## src/rtl/vga_timing_pipe.sv

```systemverilog
// VGA/DVI raster generator; oRequest leads the pins by REQ_LEAD+1 clocks, no backpressure (source must keep up).
// Optional VGA_TEST_PATTERN_EN adds iPatSel to substitute bars/checker/solid colour at the input-colour point.
module vga_timing_pipe #(
  parameter int DW       = 8,
  parameter int H_ACT    = 640,
  parameter int H_FRONT  = 16,
  parameter int H_SYNC   = 96,
  parameter int H_BACK   = 48,
  parameter int V_ACT    = 480,
  parameter int V_FRONT  = 10,
  parameter int V_SYNC   = 2,
  parameter int V_BACK   = 33,
  parameter int H_POL    = 0,
  parameter int V_POL    = 0,
  parameter int REQ_LEAD = 2
) (
  input  logic          iCLK,
  input  logic          iRST,
  input  logic          iEN,
  input  logic [DW-1:0] iRed,
  input  logic [DW-1:0] iGreen,
  input  logic [DW-1:0] iBlue,
`ifdef VGA_TEST_PATTERN_EN
  input  logic [1:0]    iPatSel,
`endif
  output logic          oRequest,
  output logic [11:0]   oX,
  output logic [11:0]   oY,
  output logic          oLineStart,
  output logic          oFrameStart,
  output logic [DW-1:0] oVGA_R,
  output logic [DW-1:0] oVGA_G,
  output logic [DW-1:0] oVGA_B,
  output logic          oVGA_H_SYNC,
  output logic          oVGA_V_SYNC,
  output logic          oVGA_BLANK,
  output logic          oVGA_SYNC
);

  localparam logic [11:0] H_ACT_W = 12'(H_ACT);
  localparam logic [11:0] H_SS    = 12'(H_ACT + H_FRONT);
  localparam logic [11:0] H_SE    = 12'(H_ACT + H_FRONT + H_SYNC);
  localparam logic [11:0] H_LAST  = 12'(H_ACT + H_FRONT + H_SYNC + H_BACK - 1);
  localparam logic [11:0] V_ACT_W = 12'(V_ACT);
  localparam logic [11:0] V_SS    = 12'(V_ACT + V_FRONT);
  localparam logic [11:0] V_SE    = 12'(V_ACT + V_FRONT + V_SYNC);
  localparam logic [11:0] V_LAST  = 12'(V_ACT + V_FRONT + V_SYNC + V_BACK - 1);
  localparam logic        HP      = 1'(H_POL);
  localparam logic        VP      = 1'(V_POL);

`ifdef VGA_TEST_PATTERN_EN
  typedef struct packed {
    logic        act;
    logic        hs;
    logic        vs;
    logic [11:0] x;
    logic [11:0] y;
  } ent_t;
`else
  typedef struct packed {
    logic act;
    logic hs;
    logic vs;
  } ent_t;
`endif

  logic [11:0] hc, vc;
  logic        run;
  ent_t        cur, tap;

  // run is iEN as seen at the last edge; the first enabled cycle shows (0,0) before counting starts.
  always_ff @(posedge iCLK) begin
    if (iRST) begin
      hc  <= '0;
      vc  <= '0;
      run <= 1'b0;
    end else begin
      run <= iEN;
      if (!iEN) begin
        hc <= '0;
        vc <= '0;
      end else if (run) begin
        if (hc == H_LAST) begin
          hc <= '0;
          vc <= (vc == V_LAST) ? 12'd0 : vc + 12'd1;
        end else begin
          hc <= hc + 12'd1;
        end
      end
    end
  end

  always_comb begin
    cur     = '0;
    cur.act = run && (hc < H_ACT_W) && (vc < V_ACT_W);
    cur.hs  = run && (hc >= H_SS) && (hc < H_SE);
    cur.vs  = run && (vc >= V_SS) && (vc < V_SE);
`ifdef VGA_TEST_PATTERN_EN
    cur.x   = hc;
    cur.y   = vc;
`endif
  end

  assign oRequest    = cur.act;
  assign oX          = hc;
  assign oY          = vc;
  assign oLineStart  = run && (hc == 12'd0);
  assign oFrameStart = run && (hc == 12'd0) && (vc == 12'd0);
  assign oVGA_SYNC   = 1'b0;

  generate
    if (REQ_LEAD == 0) begin : g_nolead
      assign tap = cur;
    end else begin : g_lead
      ent_t sr [REQ_LEAD];
      always_ff @(posedge iCLK) begin
        if (iRST) begin
          for (int i = 0; i < REQ_LEAD; i++) sr[i] <= '0;
        end else begin
          sr[0] <= cur;
          for (int i = 1; i < REQ_LEAD; i++) sr[i] <= sr[i-1];
        end
      end
      assign tap = sr[REQ_LEAD-1];
    end
  endgenerate

  logic [DW-1:0] r_src, g_src, b_src;

`ifdef VGA_TEST_PATTERN_EN
  localparam int BAR_W = (H_ACT / 8 > 0) ? H_ACT / 8 : 1;
  logic [11:0] bar;
  logic [2:0]  bi;
  assign bar = tap.x / 12'(BAR_W);
  assign bi  = (bar > 12'd7) ? 3'd7 : bar[2:0];

  // Bar order W,Y,C,G,M,R,B,K falls out of inverted index bits.
  always_comb begin
    r_src = iRed;
    g_src = iGreen;
    b_src = iBlue;
    case (iPatSel)
      2'd1: begin
        r_src = {DW{~bi[1]}};
        g_src = {DW{~bi[2]}};
        b_src = {DW{~bi[0]}};
      end
      2'd2: begin
        r_src = {DW{tap.x[4] ^ tap.y[4]}};
        g_src = {DW{tap.x[4] ^ tap.y[4]}};
        b_src = {DW{tap.x[4] ^ tap.y[4]}};
      end
      2'd3: begin
        r_src = {DW{1'b1}};
        g_src = {DW{1'b1}};
        b_src = {DW{1'b1}};
      end
      default: ;
    endcase
  end
`else
  assign r_src = iRed;
  assign g_src = iGreen;
  assign b_src = iBlue;
`endif

  always_ff @(posedge iCLK) begin
    if (iRST) begin
      oVGA_R      <= '0;
      oVGA_G      <= '0;
      oVGA_B      <= '0;
      oVGA_BLANK  <= 1'b0;
      oVGA_H_SYNC <= ~HP;
      oVGA_V_SYNC <= ~VP;
    end else begin
      oVGA_R      <= tap.act ? r_src : '0;
      oVGA_G      <= tap.act ? g_src : '0;
      oVGA_B      <= tap.act ? b_src : '0;
      oVGA_BLANK  <= tap.act;
      oVGA_H_SYNC <= tap.hs ? HP : ~HP;
      oVGA_V_SYNC <= tap.vs ? VP : ~VP;
    end
  end

endmodule
```

## config.mk

```make
export PLATFORM = sky130hd
export DESIGN_NAME = vga_timing_pipe
export DESIGN_NICKNAME = d
export VERILOG_FILES = /design/src/rtl/vga_timing_pipe.sv
export SDC_FILE = /design/constraint.sdc
export NUM_CORES = 1
export LEC_CHECK = 0
export BUFFER_PORTS_ARGS = -buffer_cell sky130_fd_sc_hd__buf_2
export CAP_MARGIN = 20
export CORE_ASPECT_RATIO = 0.7
export CORE_MARGIN = 5
export CORE_UTILIZATION = 49
export DETAILED_ROUTE_END_ITERATION = 8
export PLACE_DENSITY = 0.79
export RECOVER_POWER = 100
export SYNTH_ARGS = -nofsm -noshare
export SYNTH_HDL_FRONTEND = slang
export SYNTH_SLANG_ARGS = --single-unit
```

## constraint.sdc

```tcl
create_clock -name iCLK -period 2.6 [get_ports iCLK]
set_input_delay 0.26 -clock iCLK [delete_from_list [all_inputs] [get_ports iCLK]]
set_output_delay 0.26 -clock iCLK [all_outputs]
set_load 0.005 [all_outputs]
```

==> run_results.csv <==
group,metric,value,unit
run_status,outcome,"completed",
cells_and_area,nFillCells,387,
synthesis,synth_common_cells,"dfxtp_1, and2_1, nor2_1",
job,cap_violations,0,
cells_and_area,antenna_cells,0,
cells_and_area,fin_cells,372,
worst_setup_path,cp_max_fo,5,
clock_tree,cts_max_level,3,
route,drt-pass1-iter-count,4,
place,numPortBuffers,80,
place,dpl.cell_count,356,
sta,clock.fmax,408,MHz
synthesis,post_synth_main_area_contributors,"dfxtp_1, and2_1, nand4_1",
sta,finalMaxSlewViolations,0,
synthesis,synth_nets,263,
synthesis,ys_ff_latch,58,
synthesis,ys_types,43,
die,rows,20,
sta,period_needed,2450,ps
worst_setup_path,cp_data_arrival_time,2190,ps
synthesis,synth_edf_count,0,
worst_setup_path,critical_path_required,2340,ps
worst_setup_path,cp-start-kind,"flip-flop",
global_route,antenna_found_initial,0,
die,die_x,91.5,um
synthesis,synthArstFlopShare,0,%
worst_setup_path,r2r-start,"oX[0]",
worst_setup_path,r2r_slack,310,ps
route,routed_wl,5.23,mm
worst_setup_path,reg2reg_to,"oY[2]",
route,num_vias,1910,
sta,setup_viol,0,
global_route,grt_max_degree,23,
route,dr_wl_met3,464,um
global_route,grt_pass1_vias,1787,
cells_and_area,final_util,65.1,%
power_and_ir_drop,leakage,1.13,nW
worst_setup_path,ff2ff_path_depth,5,
die,initial_core_util,51.7,%
die,core_area,0.00440,sq mm
synthesis,synth_top_area_share,51.0,%
die,dieArea,0.00613,sq mm
sta,relSlewSlack,47.7,%
synthesis,avgSynthCellArea,9.81,sq um
synthesis,yosysMostFrequentCell,"dfxtp_1",
global_route,track_usage,17.3,%
worst_setup_path,end_kind,"primary output",
power_and_ir_drop,ir_worst_vdd,489,uV
route,ant_nets,0,
sta,rsz0062_at_grt,"no",
sta,hold_viol_final,0,
synthesis,synth_area_leader_cell,"dfxtp_1",
clock_tree,cts_resized,0,
route,wire_per_inst,14.1,um
clock_tree,cts_buffers,9,
clock_tree,insertion_delay,330,ps
place,gp_congestion,0.805,
power_and_ir_drop,total_power,1.86,mW
clock_tree,cts_tree,"built",
worst_setup_path,setup.worst_path.class,"reg -> out",
clock_tree,cts.sinks,58,
cells_and_area,area_growth,25.9,%
synthesis,ys_seq_area_share,51.0,%
clock_tree,post_cts_buffers,0,
clock_tree,ctsHoldBuffers,0,
sta,period_share,94.4,%
route,vias_per_cell,5.13,
route,highest_layer,"met4",
clock_tree,cts.path.max_buffers,2,
die,io_pins,82,
worst_setup_path,endpoint,"oFrameStart",
cells_and_area,nets,343,
clock_tree,path_clk_slew,70,ps
cells_and_area,drive_above_1_share,22.7,%
route,remaining_drc_errors,0,
place,dp_hpwl,3.88,mm
synthesis,synth_warnings,0,
synthesis,synthCells,232,
route,drt_first_iter_violations,59,
global_route,grt_pass1_wl,8.36,mm
clock_tree,cts-root-buf,"clkbuf_8",
global_route,grt-ovfl-total,0,
power_and_ir_drop,p_per_area,648,mW/mm^2
worst_hold_path,hold_class,"in -> reg",
sta,tightestPinTransition,780,ps
die,dieHeight,67.0,um
route,wl_met2,2.34,mm
synthesis,ys.flop_type,"dfxtp_1",
worst_setup_path,crit_start,"oX[0]",
sta,fin_skew,5.12,ps
sta,tns,0,ps
synthesis,synth_area,0.00228,sq mm
route,met1Wirelength,2.41,mm
[layer usage]
metal,vias up,GRT usage (%)
met5,-,0
met4,0,3.85
met3,2,9.37
met2,71,25.5
met1,871,22.2
li1,966,-
[report_power, final]
| group | leakage [nW] | switching, mW | internal (mW) |
|---|---|---|---|
| registers | 0.468 | 0.00239 | 0.895 |
| logic | 0.547 | 0.0252 | 0.0249 |
| clock network | 0.110 | 0.365 | 0.547 |
| total | 1.13 | 0.393 | 1.47 |
[critical path, cell delays in order (launching register included)]
cell and delay [ps]:
dfxtp_1 350, inv_1 70, ha_1 140, or4b_2 570, nor4_1 350, nor3b_1 230
clkbuf_1 140
[registers in the layout (all words and copies together) (netlist names)]
name	flops
oX	12
oY	12
oVGA_B	8
oVGA_G	8
oVGA_R	8
g_lead.sr	6
oVGA_BLANK	1
oVGA_H_SYNC	1
oVGA_V_SYNC	1
run	1
[cell type report]
| class | instances | area (sq um) | area share [%] |
|---|---|---|---|
| clock buffer | 9 | 124 | 4.32 |
| inverter | 7 | 26.3 | 0.917 |
| sequential | 58 | 1160 | 40.5 |
| clock inverter | 7 | 103 | 3.58 |
| multi-input combinational | 153 | 1010 | 35.1 |
| tap | 55 | 68.8 | 2.40 |
| timing repair buffer | 83 | 377 | 13.1 |
[per-stage QoR]
stage	hold WS [ps]	instance area [sq um]	setup WS (ps)
global route	92.4	2870	16.3
floorplan	356	2280	651
detailed placement	362	2690	510
CTS	101	2920	121
finish	122	2870	146
global placement	358	2690	528
[logic make-up after synthesis]
logic type	after synthesis	share of synthesized area, %
fa+ha+maj	4	2.20
simple gates	114	31.2
mux	1	0.440
other cells	1	0.165
xor+xnor	13	5.00
flops	58	51.0
compound gates	20	5.39
buf+inv	21	4.56
[cells in the final DEF (no fill, tap or decap), types with 3 or more instances in the layout]
cell type and n:
ha_1 4, or3_1 3, a21oi_1 10, buf_2 49
xor2_1 8, nor2b_1 5, nand2b_1 3, nor4b_1 3
nand4_1 12, dfxtp_1 58, nor3_1 4, inv_1 7
and2_1 11, nand3_1 7, and4_1 3, clkbuf_1 33
nor2_1 17, nand2_1 9, xnor2_1 5, and2_0 14
o31ai_1 5, or4_1 6, clkbuf_8 9, nor4_1 3
clkinv_4 3
[worst min path at each step]
stage	from	to	slack (ps)	cells past startpoint
after floorplan	g_lead.sr[0][4]	oVGA_H_SYNC	360	1
after global placement	g_lead.sr[0][4]	oVGA_H_SYNC	360	1
after detailed placement	g_lead.sr[0][4]	oVGA_H_SYNC	360	1
after CTS	iBlue[6]	oVGA_B[6]	100	2
after global routing	iGreen[1]	oVGA_G[1]	90	2
final	iBlue[6]	oVGA_B[6]	120	2
(Power assumes the default switching activity.)
